[src/rtl/lcd_pkg.sv]
// Shared LCD definitions: FIFO word layout, arbiter state encoding and frame size.
// Contents:
//   LCD_WORD_W / LCD_SIGN_BIT - 17-bit FIFO word, bit 16 selects command (1) or data (0)
//   LCD_PIXELS                - pixels per frame, used by requesters to size bursts
//   ARB_IDLE/ARB_XFER/ARB_REL - write-arbiter state encodings
package lcd_pkg;

    localparam int unsigned LCD_WORD_W   = 17;
    localparam int unsigned LCD_SIGN_BIT = 16;
    localparam int unsigned LCD_PIXELS   = 76800;

    localparam logic [1:0] ARB_IDLE = 2'd0;
    localparam logic [1:0] ARB_XFER = 2'd1;
    localparam logic [1:0] ARB_REL  = 2'd2;

    typedef enum logic [1:0] {
        ST_IDLE = ARB_IDLE,
        ST_XFER = ARB_XFER,
        ST_REL  = ARB_REL
    } arb_state_e;

    // Payload view of one FIFO word.
    typedef struct packed {
        logic        is_cmd;
        logic [15:0] payload;
    } lcd_word_t;

endpackage

[src/rtl/lcd_wr_arbiter_rr_pick.sv]
// Round-robin pick: first set request strictly after i_ptr, wrapping modulo NUM_REQ.
// Ports:
//   i_req    - request vector
//   i_ptr    - index of the previous winner
//   o_onehot - one-hot winner (zero when no request)
//   o_idx    - winner index
//   o_any    - at least one request present
module rr_pick #(
    parameter  int unsigned NUM_REQ = 4,
    localparam int unsigned PTR_W   = $clog2(NUM_REQ)
) (
    input  logic [NUM_REQ-1:0] i_req,
    input  logic [PTR_W-1:0]   i_ptr,
    output logic [NUM_REQ-1:0] o_onehot,
    output logic [PTR_W-1:0]   o_idx,
    output logic               o_any
);

    int unsigned w_cand;

    // Scan ptr+1 .. ptr+NUM_REQ; wrap by subtraction so non-power-of-2 counts work.
    always_comb begin
        o_onehot = '0;
        o_idx    = '0;
        o_any    = 1'b0;
        w_cand   = 0;
        for (int unsigned k = 1; k <= NUM_REQ; k++) begin
            w_cand = 32'(i_ptr) + k;
            if (w_cand >= NUM_REQ) begin
                w_cand = w_cand - NUM_REQ;
            end
            if (!o_any && i_req[PTR_W'(w_cand)]) begin
                o_any                    = 1'b1;
                o_idx                    = PTR_W'(w_cand);
                o_onehot[PTR_W'(w_cand)] = 1'b1;
            end
        end
    end

endmodule

[src/rtl/lcd_wr_arbiter.sv]
// Shares the LCD write FIFO between drawing requesters, granting whole
// transactions so command/data sequences never interleave.
// Ports:
//   clk, rst        - clock, synchronous active-high reset
//   req/valid/last  - per-requester transaction request, word valid, final word
//   data            - flattened words, requester i at [i*DATA_W +: DATA_W]
//   gnt             - registered one-hot grant
//   ready           - per-requester word accept (combinational)
//   wfull/winc/wdata- FIFO write port
//   busy            - a grant is active (XFER or REL)
//   timeout_err     - one-cycle pulse when the watchdog releases a grant
module lcd_wr_arbiter
    import lcd_pkg::*;
#(
    parameter int unsigned NUM_REQ = 4,
    parameter int unsigned DATA_W  = LCD_WORD_W,
    parameter int unsigned TIMEOUT = 1023,
    parameter bit          PRIO0   = 1'b1
) (
    input  logic                      clk,
    input  logic                      rst,
    input  logic [NUM_REQ-1:0]        req,
    input  logic [NUM_REQ-1:0]        valid,
    input  logic [NUM_REQ-1:0]        last,
    input  logic [NUM_REQ*DATA_W-1:0] data,
    output logic [NUM_REQ-1:0]        gnt,
    output logic [NUM_REQ-1:0]        ready,
    input  logic                      wfull,
    output logic                      winc,
    output logic [DATA_W-1:0]         wdata,
    output logic                      busy,
    output logic                      timeout_err
);

    localparam int unsigned PTR_W = $clog2(NUM_REQ);
    localparam int unsigned CNT_W = (TIMEOUT > 0) ? $clog2(TIMEOUT + 1) : 1;
    localparam logic [CNT_W-1:0] CNT_MAX = CNT_W'(TIMEOUT);
    localparam bit WD_EN = (TIMEOUT != 0);

    arb_state_e          r_state;
    logic [NUM_REQ-1:0]  r_gnt;
    logic [PTR_W-1:0]    r_rr_ptr;
    logic [CNT_W-1:0]    r_idle_cnt;
    logic                r_busy;
    logic                r_timeout_err;

    logic [NUM_REQ-1:0]  w_pick_onehot;
    logic [PTR_W-1:0]    w_pick_idx;
    logic                w_pick_any;
    logic [NUM_REQ-1:0]  w_sel_onehot;
    logic [PTR_W-1:0]    w_sel_idx;
    logic                w_xfer;
    logic                w_gv;
    logic                w_acc;
    logic                w_acc_last;
    logic                w_req_held;
    logic                w_idle;
    logic [CNT_W-1:0]    w_cnt_inc;
    logic                w_wd_trip;
    logic [DATA_W-1:0]   w_wdata;

    rr_pick #(.NUM_REQ(NUM_REQ)) u_rr_pick (
        .i_req    (req),
        .i_ptr    (r_rr_ptr),
        .o_onehot (w_pick_onehot),
        .o_idx    (w_pick_idx),
        .o_any    (w_pick_any)
    );

    // Requester 0 (init) overrides round-robin, but only when picking from IDLE.
    assign w_sel_onehot = (PRIO0 && req[0]) ? {{(NUM_REQ-1){1'b0}}, 1'b1} : w_pick_onehot;
    assign w_sel_idx    = (PRIO0 && req[0]) ? '0 : w_pick_idx;

    assign w_xfer     = (r_state == ST_XFER);
    assign w_gv       = |(valid & r_gnt);
    assign w_acc      = w_xfer & w_gv & ~wfull;
    assign w_acc_last = w_acc & (|(valid & last & r_gnt));
    assign w_req_held = |(req & r_gnt);
    // Idle means the granted source has nothing to offer while the FIFO could take it.
    assign w_idle     = w_xfer & ~w_gv & ~wfull;
    assign w_cnt_inc  = (r_idle_cnt == CNT_MAX) ? r_idle_cnt : r_idle_cnt + CNT_W'(1);
    assign w_wd_trip  = WD_EN && w_idle && (w_cnt_inc == CNT_MAX);

    // Grant is one-hot, so OR-ing the masked slices is a mux.
    always_comb begin
        w_wdata = '0;
        for (int i = 0; i < NUM_REQ; i++) begin
            if (r_gnt[i]) begin
                w_wdata = w_wdata | data[i*DATA_W +: DATA_W];
            end
        end
    end

    // Arbitration FSM; gnt clears on the edge leaving XFER so REL is a true bubble.
    always_ff @(posedge clk) begin
        if (rst) begin
            r_state       <= ST_IDLE;
            r_gnt         <= '0;
            r_rr_ptr      <= PTR_W'(NUM_REQ - 1);
            r_idle_cnt    <= '0;
            r_busy        <= 1'b0;
            r_timeout_err <= 1'b0;
        end else begin
            r_timeout_err <= 1'b0;
            case (r_state)
                ST_IDLE: begin
                    if (w_pick_any) begin
                        r_gnt    <= w_sel_onehot;
                        r_rr_ptr <= w_sel_idx;
                        r_busy   <= 1'b1;
                        r_state  <= ST_XFER;
                    end
                end
                ST_XFER: begin
                    if (w_acc_last || !w_req_held) begin
                        r_state    <= ST_REL;
                        r_gnt      <= '0;
                        r_idle_cnt <= '0;
                    end else if (w_wd_trip) begin
                        r_state       <= ST_REL;
                        r_gnt         <= '0;
                        r_idle_cnt    <= w_cnt_inc;
                        r_timeout_err <= 1'b1;
                    end else if (w_acc) begin
                        r_idle_cnt <= '0;
                    end else if (w_idle) begin
                        r_idle_cnt <= w_cnt_inc;
                    end
                end
                ST_REL: begin
                    r_gnt      <= '0;
                    r_idle_cnt <= '0;
                    r_busy     <= 1'b0;
                    r_state    <= ST_IDLE;
                end
                default: begin
                    r_state <= ST_IDLE;
                    r_gnt   <= '0;
                    r_busy  <= 1'b0;
                end
            endcase
        end
    end

    assign gnt         = r_gnt;
    assign busy        = r_busy;
    assign timeout_err = r_timeout_err;
    assign ready       = {NUM_REQ{w_xfer & ~wfull}} & r_gnt;
    assign winc        = w_acc;
    assign wdata       = w_wdata;

endmodule

[config.mk]
export PLATFORM = sky130hd
export DESIGN_NAME = lcd_wr_arbiter
export DESIGN_NICKNAME = d
export VERILOG_FILES = /design/src/rtl/lcd_pkg.sv /design/src/rtl/lcd_wr_arbiter_rr_pick.sv /design/src/rtl/lcd_wr_arbiter.sv
export SDC_FILE = /design/constraint.sdc
export NUM_CORES = 1
export LEC_CHECK = 0
export ABC_AREA = 1
export BUFFER_PORTS_ARGS = -buffer_cell sky130_fd_sc_hd__clkbuf_2
export CAP_MARGIN = 20
export CELL_PAD_IN_SITES_DETAIL_PLACEMENT = 1
export CELL_PAD_IN_SITES_GLOBAL_PLACEMENT = 2
export CORE_UTILIZATION = 23
export CTS_CLUSTER_DIAMETER = 60
export DETAILED_ROUTE_END_ITERATION = 10
export PLACE_DENSITY_LB_ADDON = 0.1
export SYNTH_ARGS = -nofsm -noshare
export SYNTH_HDL_FRONTEND = slang
export SYNTH_SLANG_ARGS = --single-unit
[constraint.sdc]
create_clock -name clk -period 4.6 [get_ports clk]
set_input_delay 0.69 -clock clk [delete_from_list [all_inputs] [get_ports clk]]
set_output_delay 0.69 -clock clk [all_outputs]
set_load 0.02 [all_outputs]
# --- Word-level counts from Yosys, hierarchy flattened ---
# Index checks and enable logic that the tools add are counted.
totals:
  mem_bits_rw: 0
  output_inout_bits: 28
  latch_bits: 0
  reg_bits: 20
  in_bits: 83
  mem_bits_ro: 0
  memories: 0
  elab_cells: 132
classes:
  addsub: 9
  magnitude_cmp: 12
  n_reduce_logical: 23
  n_bitwise: 20
  div: 0
  n_mul: 0
  n_eq_ne: 7
  shift: 0
  muxes: 55
op_table:
  columns: ["operator", "count"]
  rows:
  - ["$mux W17", 4]
  - ["$or A17 B17 Y17", 3]
  - ["$mux W10", 5]
  - ["$mux W4", 8]
  - ["$mux W2", 12]
  - ["$and A4 B4 Y4", 5]
  - ["$eq A10 B10 Y1 const B", 2]
  - ["$pmux W10 S2", 1]
  - ["$mux W1", 14]
  - ["$lt A2 B3 Y1 const B", 4]
  - ["$or A4 B4 Y4", 3]
  - ["$reduce_or A4 Y1", 3]
  - ["$add A10 B1 Y10 const B", 1]
  - ["$ge A3 B3 Y1 const B", 3]
  - ["$bmux W1 S2", 4]
  - ["$demux W1 S2", 4]
  - ["$ge A2 B1 Y1 const B", 4]
  - ["$logic_and A1 B1 Y1", 8]
  - ["$pmux W4 S2", 1]
  - ["$reduce_and A2 Y1", 4]
  - ["$sub A2 B1 Y2 const B", 4]
  - ["$add A2 B2 Y3 const B", 2]
  - ["$and A1 B1 Y1", 6]
  - ["$ne A5 B1 Y1 const B", 1]
  - ["other kinds (15)", 20]

# --- Logic depth before layout (Yosys ltp) ---
logic_depth:
  word_depth: 18
  mapped_depth: 14
  mapped_depth_nobuf: 14

# --- Cells and area by module ---
# A second synthesis with hierarchy kept.
hier_totals:
  cells_unflattened: 373
  hier_area_um2: 2214.6
by_module_without_submodules:
  columns: ["mod", "area_each_um2", "cells_per_inst", "seq_area_each_um2", "n_inst"]
  rows:
  - ["lcd_wr_arbiter", 1756.7, 299, 400.4, 1]
  - ["rr_pick", 457.9, 74, 0.0, 1]

# --- Least setup slack after synthesis ---
# No wires, ideal clock.
synth_timing:
  path_kind: "register to output"
  start: "register r_gnt[3] (netlist: gnt[3])"
  end: "output port ready[3]"
  t_arrival_ns: 1.415
  setup_slack_ns: 2.495
  n_path_buf: 2
  path_stages_with_launch: 5
  t_required_ns: 3.910
  path_cell_list: "dfxtp_1 clkbuf_1 buf_1 inv_1 nor2_1"
synth_between:
  elab_chain_cells: 1
synth_lines:
  columns: ["item", "line_no", "source"]
  rows:
  - ["from (decl)", "lcd_wr_arbiter.sv:41", "logic [NUM_REQ-1:0] r_gnt;"]
  - ["from (signal assigned)", "lcd_wr_arbiter.sv:108", "r_gnt <= w_sel_onehot;"]
  - ["$and A4 B4 Y4", "lcd_wr_arbiter.sv:148", "assign ready = {NUM_REQ{w_xfer & ~wfull}} & r_gnt;"]
  - ["to (decl)", "lcd_wr_arbiter.sv:27", "output logic [NUM_REQ-1:0] ready,"]
# No other way between the ends.

# --- Worst setup path in the final report ---
layout_timing:
  start: "register r_gnt[3] (netlist: gnt[3])"
  end: "output port winc"
layout_between:
  elab_chain_cells: 4
layout_lines:
  columns: ["item", "line_no", "source"]
  rows:
  - ["$and A4 B4 Y4", "lcd_wr_arbiter.sv:75", "assign w_gv = |(valid & r_gnt);"]
  - ["$reduce_or A4 Y1", "lcd_wr_arbiter.sv:75", null]
  - ["$and A1 B1 Y1 (2 in a row)", "lcd_wr_arbiter.sv:76", "assign w_acc = w_xfer & w_gv & ~wfull;"]
  - ["to (decl)", "lcd_wr_arbiter.sv:29", "output logic winc,"]
# No other way between the ends.

==> reports/qor.csv <==
stage,metric,value,unit
power_and_ir_drop,PD cells,487.9,nW/µm²
synthesis,ys async rst share,0,
floorplan,Core ar.,9196,µm²
hold_path,hold path cells,2,
timing,RSZ-0062 raised after global routing,no,
clock_tree,TritonCTS clock tree,done,
synthesis,Netlist Area Pre-Place,2172,µm²
timing,Layout Skew,0.01206,ns
synthesis,Synthesis Warnings,0,
floorplan,DIE WIDTH,99.18,µm
power_and_ir_drop,worst vdd ir,0.0002195,V
drt,wire length per cell,14.24,µm
drt,Via density,4.694,
synthesis,Synth cell types,32,
synthesis,Mapped Nets,481,
clock_tree,clock slew at reported path FFs,0.09,ns
floorplan,die extent in y,99.18,µm
clock_tree,CTS max path bufs,2,
finish,Total Nets Final,584,
synthesis,"Avg Cell Area, Syn",5.642,µm²
finish,layout cells sized above 1,0.2752,
run_status,status,finished clean,
grt,largest net degree at the start of global routing,24,
timing,crit share post-route,0.5507,
worst_setup_path,FF-to-FF path depth,11,
floorplan,Initial Util,0.2362,
synthesis,mux cell area share after synthesis,0,
finish,final core occ,0.3128,
synthesis,Adder-Cell Fraction of Synth Area,0.07488,
finish,ANT cells,0,
timing,Final setup viols,0,
synthesis,"flops & latches, synth",20,
flow_run,max-cap viol count,0,
grt,global-route wire length before repair,14.26,mm
clock_tree,H-Tree Depth,1,
synthesis,post-synthesis xor/xnor area fraction,0.008065,
drt,Post-Route WL,8.518,mm
synthesis,Main synth FF type,dfxtp_1,
power_and_ir_drop,"Power, Total",1.403,mW
clock_tree,CTS Root Cell,clkbuf_8,
drt,Residual DRC,0,
timing,Max-slew headroom,0.3752,
clock_tree,Worst-Skew Late Latency,0.27,ns
worst_setup_path,Critical Path End Type,output port,
clock_tree,CTS resizes,0,
drt,Post-DRT Antenna Nets,0,
finish,Area Growth Syn to Fin,32.43,%
worst_setup_path,CP startpoint kind,register,
finish,most frequent cells in the layout,"nand2_1, clkbuf_2, inv_1",
timing,max-slew violation count,0,
synthesis,largest family of logic cells by synthesized area,simple AND/OR/NAND/NOR gates,
power_and_ir_drop,Leak,1.378,nW
place,HPWL after detailed placement,7.069,mm
clock_tree,Num CTS Buffers,3,
place,port bufs,110,
timing,setup tns final,0,ns
hold_path,Hold WC Path Type,reg -> reg,
worst_setup_path,"Max FO, Critical Path",23,
grt,antenna violations before repair,0,
drt,DR vias,2807,
floorplan,die footprint,9837,µm²
timing,Tmin final,2.533,ns
place,GP Congestion,0.8318,
clock_tree,hold_buf cts,0,
timing,"Hold Vio Cnt, Final",0,
worst_setup_path,critical path type,reg -> out,
floorplan,row count,35,
grt,total global routing track utilization,0.1786,
worst_setup_path,crit path DAT,1.84,ns
timing,final hold slack,0.5073,ns
grt,vias in the first global route,2907,
clock_tree,setup bufs post-CTS,0,
grt,grt ovf,0,
worst_setup_path,worst endpoint required time,3.91,ns
drt,DRT Pass-1 Iters,7,
floorplan,num ports,111,
synthesis,Compound-Gate Fraction of Synth Area,0.08871,
synthesis,"Seq/Total Area, Yosys",0.1843,
synthesis,number of synthesized flops with an enable pin,0,
timing,max frequency,0.3947,GHz
synthesis,post-synthesis simple-gate area fraction,0.5576,
clock_tree,# clock sinks,20,
synthesis,cell count after synthesis,385,
finish,"leading cell type in the layout, fill and taps excluded",nand2_1,
drt,DRT iter0 DRCs,48,
timing,worst slew pin tran,0.9360,ns
## state kept, by name, summed over array words and instances, names as in the netlist
signal	flops
r_idle_cnt	10
gnt	4
r_rr_ptr	2
r_state	2
busy	1
timeout_err	1
## kinds of logic after synthesis
kind of cell / count (synthesis)
AND/OR/NAND/NOR: 268
adder cells (fa/ha/maj): 13
buffers and inverters: 47
flip-flops: 20
XOR/XNOR: 2
AO/OA/AOI/OAI: 35
## power breakdown
| group | switching [mW] | internal (mW) |
|---|---|---|
| logic | 0.617 | 0.299 |
| clock network | 0.0662 | 0.116 |
| registers | 0.0995 | 0.205 |
## final timing paths
check | start | end | slack [ns]
setup / recovery | gnt[3] | winc | 2.07
hold / removal | r_state[1] | r_state[1] | 0.51
setup reg to reg | gnt[0] | r_idle_cnt[3] | 2.13
hold reg to reg | r_state[1] | r_state[1] | 0.51
## layer usage
layer,GRT usage,vias to the layer above,wire [µm]
met1,0.2243,1281,3843
met2,0.3222,65,4196
met3,0.02600,8,338
li1,-,1453,-
met4,0.04072,0,140
met5,0,-,0
## metrics by stage
step                worst slack (ns)  cells  instance area, µm²
floorplan                      2.495    385                2172
global placement               2.161    594                2805
detailed placement             2.092    594                2805
CTS                            1.997    598                2877
global route                   1.861    598                2877
finish                         2.067    598                2877
## synth_stat cells, types with 2 or more instances
library cell | instances | area (µm²)
nand3_1 | 27 | 135.1
clkbuf_1 | 5 | 18.77
dfxtp_1 | 20 | 400.4
buf_2 | 3 | 15.01
nor2_4 | 3 | 33.78
nor2_1 | 29 | 108.9
o21ai_1 | 5 | 25.02
nand4_1 | 28 | 175.2
inv_2 | 2 | 7.510
nand3_2 | 3 | 30.03
nand2_1 | 158 | 593.1
a21oi_1 | 22 | 110.1
o21ai_0 | 2 | 10.01
a21oi_2 | 2 | 17.52
ha_1 | 13 | 162.7
a21boi_0 | 2 | 15.01
inv_1 | 32 | 120.1
nor3_1 | 8 | 40.04
buf_1 | 3 | 11.26
nand2_2 | 6 | 37.54
## critical path, cell delays in order, from the launching register on
cell and delay [ns]:
dfxtp_1 0.94, nand2_1 0.10, nand4_1 0.16, and2_1 0.18, clkbuf_2 0.20
## cell type report
class                           instances  area (µm²)
Clock buffer                            3       41.29
Clock inverter                          1       30.03
Fill cell                            1277        6320
Inverter                               35       131.4
Multi-Input combinational cell        318        1584
Sequential cell                        20       400.4
Tap cell                              111       138.9
Timing Repair Buffer                  110       550.5
Power figures use the tool's default switching activity.
